### src/rtl/display_scan_ctrl.sv
// Eight-digit multiplexed hex display scanner with a tear-free, frame-aligned write port.
// Optional leading-zero blanking is compiled in with `define LEADING_ZERO_BLANK_EN.
module display_scan_ctrl #(
    parameter int PRESCALE = 50000
) (
    input  logic        clk,
    input  logic        reset,
    input  logic        wr_valid,
    output logic        wr_ready,
    input  logic [31:0] wr_data,
    input  logic [7:0]  dp_in,
    output logic [3:0]  digit,
    output logic [2:0]  sel,
    output logic        dp,
    output logic        blank,
    output logic        frame_start
);

    localparam logic [15:0] PS_LAST = 16'(PRESCALE - 1);

    typedef enum logic {
        EMPTY,
        PENDING
    } wr_state_t;

    wr_state_t   state, state_nxt;
    logic [15:0] pre_cnt;
    logic [2:0]  idx;
    logic [2:0]  idx_nxt;
    logic        tick;
    logic        wrap;
    logic        capture;
    logic        load;

    logic [31:0] shadow_data;
    logic [7:0]  shadow_dp;
    logic [31:0] disp_reg;
    logic [7:0]  disp_dp;
    logic [31:0] disp_nxt;
    logic [7:0]  disp_dp_nxt;

    function automatic logic [3:0] nibble_at(input logic [31:0] w, input logic [2:0] k);
        nibble_at = w[{k, 2'b00} +: 4];
    endfunction

`ifdef LEADING_ZERO_BLANK_EN
    // Index of the most significant nonzero nibble; 0 when the word is all zero.
    function automatic logic [2:0] msb_nibble(input logic [31:0] w);
        msb_nibble = 3'd0;
        for (int k = 0; k < 8; k++) begin
            if (w[4*k +: 4] != 4'd0) begin
                msb_nibble = 3'(k);
            end
        end
    endfunction

    function automatic logic blank_for(input logic [31:0] w, input logic [2:0] k);
        blank_for = (k > msb_nibble(w));
    endfunction
`endif

    assign tick     = (pre_cnt == PS_LAST);
    assign wrap     = tick && (idx == 3'd7);
    assign capture  = (state == EMPTY) && wr_valid;
    assign load     = (state == PENDING) && wrap;
    assign wr_ready = (state == EMPTY);
    assign sel      = idx;

    always_comb begin
        idx_nxt     = tick ? idx + 3'd1 : idx;
        disp_nxt    = load ? shadow_data : disp_reg;
        disp_dp_nxt = load ? shadow_dp : disp_dp;
    end

    always_comb begin
        state_nxt = state;
        case (state)
            EMPTY:   if (wr_valid) state_nxt = PENDING;
            PENDING: if (wrap)     state_nxt = EMPTY;
            default: state_nxt = EMPTY;
        endcase
    end

    // Prescaler and scan index
    always_ff @(posedge clk) begin
        if (reset) begin
            pre_cnt <= 16'd0;
            idx     <= 3'd0;
            state   <= EMPTY;
        end else begin
            pre_cnt <= tick ? 16'd0 : pre_cnt + 16'd1;
            idx     <= idx_nxt;
            state   <= state_nxt;
        end
    end

    // Shadow capture and frame-boundary display update
    always_ff @(posedge clk) begin
        if (reset) begin
            shadow_data <= 32'd0;
            shadow_dp   <= 8'd0;
            disp_reg    <= 32'd0;
            disp_dp     <= 8'd0;
        end else begin
            if (capture) begin
                shadow_data <= wr_data;
                shadow_dp   <= dp_in;
            end
            disp_reg <= disp_nxt;
            disp_dp  <= disp_dp_nxt;
        end
    end

    // Output registers are loaded from next-state values so they line up with sel.
    always_ff @(posedge clk) begin
        if (reset) begin
            digit       <= 4'd0;
            dp          <= 1'b0;
            blank       <= 1'b0;
            frame_start <= 1'b0;
        end else begin
            digit       <= nibble_at(disp_nxt, idx_nxt);
            dp          <= disp_dp_nxt[idx_nxt];
`ifdef LEADING_ZERO_BLANK_EN
            blank       <= blank_for(disp_nxt, idx_nxt);
`else
            blank       <= 1'b0;
`endif
            frame_start <= wrap;
        end
    end

endmodule

### config.mk
export PLATFORM = sky130hd
export DESIGN_NAME = display_scan_ctrl
export DESIGN_NICKNAME = d
export VERILOG_FILES = /design/src/rtl/display_scan_ctrl.sv
export SDC_FILE = /design/constraint.sdc
export NUM_CORES = 1
export LEC_CHECK = 0
export CELL_PAD_IN_SITES_DETAIL_PLACEMENT = 1
export CELL_PAD_IN_SITES_GLOBAL_PLACEMENT = 2
export CORE_UTILIZATION = 30
export DETAILED_ROUTE_END_ITERATION = 12
export GPL_TIMING_DRIVEN = 1
export PLACE_DENSITY_LB_ADDON = 0.1
export SETUP_SLACK_MARGIN = 0.3
export SYNTH_ARGS = -nofsm -noshare
export SYNTH_HDL_FRONTEND = slang
export SYNTH_SLANG_ARGS = --single-unit
### constraint.sdc
create_clock -name clk -period 2.5 [get_ports clk]
set_clock_uncertainty 0.05 [all_clocks]
set_input_delay 0.5 -clock clk [delete_from_list [all_inputs] [get_ports clk]]
set_output_delay 0.5 -clock clk [all_outputs]
set_load 0.05 [all_outputs]
==> results of run 1 <==
==> logic make-up after synthesis <==
logic type | after synthesis | synth area share
muxes | 28 | 0.0785
AOI/OAI and AO/OA | 111 | 0.135
xor gates and xnor gates | 15 | 0.0290
other | 1 | 0.000828
buffers and inverters | 42 | 0.0451
DFF | 106 | 0.469
adders and majority gates | 3 | 0.00829
and+or+nand+nor | 251 | 0.235
==> metal layers <==
layer,GRT usage,share of wire
met1,0.248,0.48
met5,0,0
met4,0.0552,0.011
met2,0.325,0.48
met3,0.0425,0.032
==> synthesized netlist by cell type (all sizes together) <==
| cell | count |
|---|---|
| a211o | 10 |
| a21oi | 86 |
| a31oi | 1 |
| and3 | 4 |
| and4 | 1 |
| and4bb | 1 |
| buf | 9 |
| clkbuf | 28 |
| conb | 1 |
| dfxtp | 106 |
| ha | 3 |
| inv | 5 |
| mux2 | 1 |
| mux2i | 22 |
| mux4 | 5 |
| nand2 | 193 |
| nand2b | 3 |
| nand3 | 7 |
| nand3b | 1 |
| nand4 | 4 |
| nor2 | 24 |
| nor2b | 2 |
| nor3 | 3 |
| nor3b | 2 |
| nor4 | 2 |
| nor4b | 2 |
| nor4bb | 2 |
| o21a | 1 |
| o21ai | 3 |
| o22ai | 10 |
| xnor2 | 8 |
| xor2 | 7 |
==> cell type report <==
| type | instances | share of cell area |
|---|---|---|
| tap | 184 | 0.0388 |
| multi-input combinational | 412 | 0.395 |
| inverter | 5 | 0.00316 |
| clock buffer | 11 | 0.0392 |
| sequential | 106 | 0.360 |
| timing repair buffer | 93 | 0.155 |
| clock inverter | 5 | 0.00927 |
==> worst reg2reg max path, delay by kind of cell (launching register included) <==
family | cells | cell delay (ns)
buffers and inverters | 2 | 0.26
multiplexers | 2 | 0.82
flip-flops | 1 | 0.35
AO/OA/AOI/OAI | 1 | 0.30
AND/OR/NAND/NOR | 2 | 0.57
==> metrics by stage <==
step                       util  power [mW]
final                     0.405        3.43
after global routing      0.405        3.58
after CTS                 0.401        3.49
after detailed placement  0.366        2.04
after global placement    0.366        2.04
after floorplan               -        1.91
==> final timing paths <==
path                                          endpoint  slack (ns)                    from  cells past startpoint
worst max register to register     digit[0]$_SDFF_PP0_        0.05   pre_cnt[5]$_SDFF_PP0_                      7
worst min-delay path             pre_cnt[2]$_SDFF_PP0_        0.40                   reset                      2
worst max-delay path               digit[0]$_SDFF_PP0_        0.05   pre_cnt[5]$_SDFF_PP0_                      7
worst min register to register  disp_reg[4]$_SDFF_PP0_        0.41  disp_reg[4]$_SDFF_PP0_                      2
==> repair_timing <==
item,CTS,global route
pin swaps,3,4
buffers inserted,13,2
cloned,4,0
setup endpoints to repair,7,35
resized for setup,16,9
hold endpoints to repair,0,0
hold buffers,0,0
==> where the power goes <==
| group | switching [mW] | total, mW | internal (mW) |
|---|---|---|---|
| Combinational | 0.114 | 0.227 | 0.113 |
| Sequential | 0.0466 | 1.78 | 1.73 |
| Clock | 0.652 | 1.43 | 0.775 |
| Total | 0.812 | 3.43 | 2.62 |
==> results.cfg, run 1 <==
[sta]
tns_ns = 0
holdWs_ns = 0.404
max_freq_mhz = 407
setup_viol = 0
drv_slew = 0
rsz0062_at_grt = yes
hold_violations = 0
worst_slack_ns = 0.0450
period_share = 0.982
worst_pin_slew_ns = 0.692
slew_headroom = 0.534
period_needed_ns = 2.45

[route]
wl_per_cell_um = 17.5
drt_first_pass_iters = 8
drc = 6
first_iter_violations = 165
routed_wl_um = 14300
viasPerCell = 4.95
postRouteAntennaNets = 0
vias = 4040

[critical_path]
end_kind = register
critPathBufInv = 2
crit_chain = nor4bb_4 > and4_4 > mux2i_4 > buf_12 > buf_16 > mux4_2 > a211o_1
cpPeakStageDelay_ns = 0.50
crit_type = register to register
arrival_ns = 2.66
critical_path_peak_fanout = 4
cp_slowest_cell = mux4_2
cp_data_required_time_ns = 2.70
crit_family = multiplexers
startpoint_type = register

[synthesis]
synthTopCellsByArea = dfxtp_1, nand2_1, a21oi_1, mux2i_1, clkbuf_1
synth-seq-area-share = 0.469
avgSynthCellArea_sq_um = 8.13
synth_area_sq_mm = 0.00453
yosys.area.top_type = dfxtp_1
ys_types = 41
ys_ff_latch = 106
synth_nets = 603
netlist_instances = 557
yosys_warnings = 0
synthDominantCellAreaShare = 0.469

[power]
p_leak_nw = 2.18
max-vdd-ir-drop_mv = 0.325
power_density_mw_per_mm2 = 578

[final_layout]
syn_to_final_growth_pct = 31.1
fin_cells = 816
fin_area_sq_mm = 0.00594
multi_input_area_sq_mm = 0.00234
final_cell_mix = nand2_1, dfxtp_1, a21oi_1, clkdlybuf4s50_1, buf_4
antenna_cells = 0
fillers = 1729
seq_area_sq_mm = 0.00213
finalNetCount = 673
drive_gt1_frac = 0.141
layout_commonest_cell = nand2_1

[die]
core_area_sq_mm = 0.0146
dieHeight_um = 125
rows = 44
start_util = 0.309
io_pins = 54
die_w_um = 125
dieArea_sq_mm = 0.0156

[run_status]
failed_checks = DRC
status = finished, violations left

[clock_tree]
htree_levels = 3
clock_sinks = 106
root_buffer = clkbuf_16
clkLatencyLatePin_ns = 0.36
clk_path_buf_depth = 2
clk_pin_slew_ns = 0.07
cts_tree = built
numCtsBuffers = 9

[global_routing]
grt_start_max_net_pins = 49
grt_overflow = 0
antenna_found_initial = 0
grt_pass1_wl_um = 23000
grt_usage = 0.193
grt_pass1_vias = 4125

[place]
port_buffers = 52
placed_cells = 781
post_dp_cell_area_sq_mm = 0.00536
hpwl_um = 9420
gp_congestion = 0.774
dp_slack_ns = 0.0604

[flow_run]
cap_violations = 0

[hold_path]
min_path_type = input pin to register
(Power assumes the default switching activity.)
==> run 2, diff against run 1 <==
Settings changed: ABC_CLOCK_PERIOD_IN_PS set to 2500.
==> results of run 2 <==
No change in the layout: final DEF, timing and power equal those of run 1.
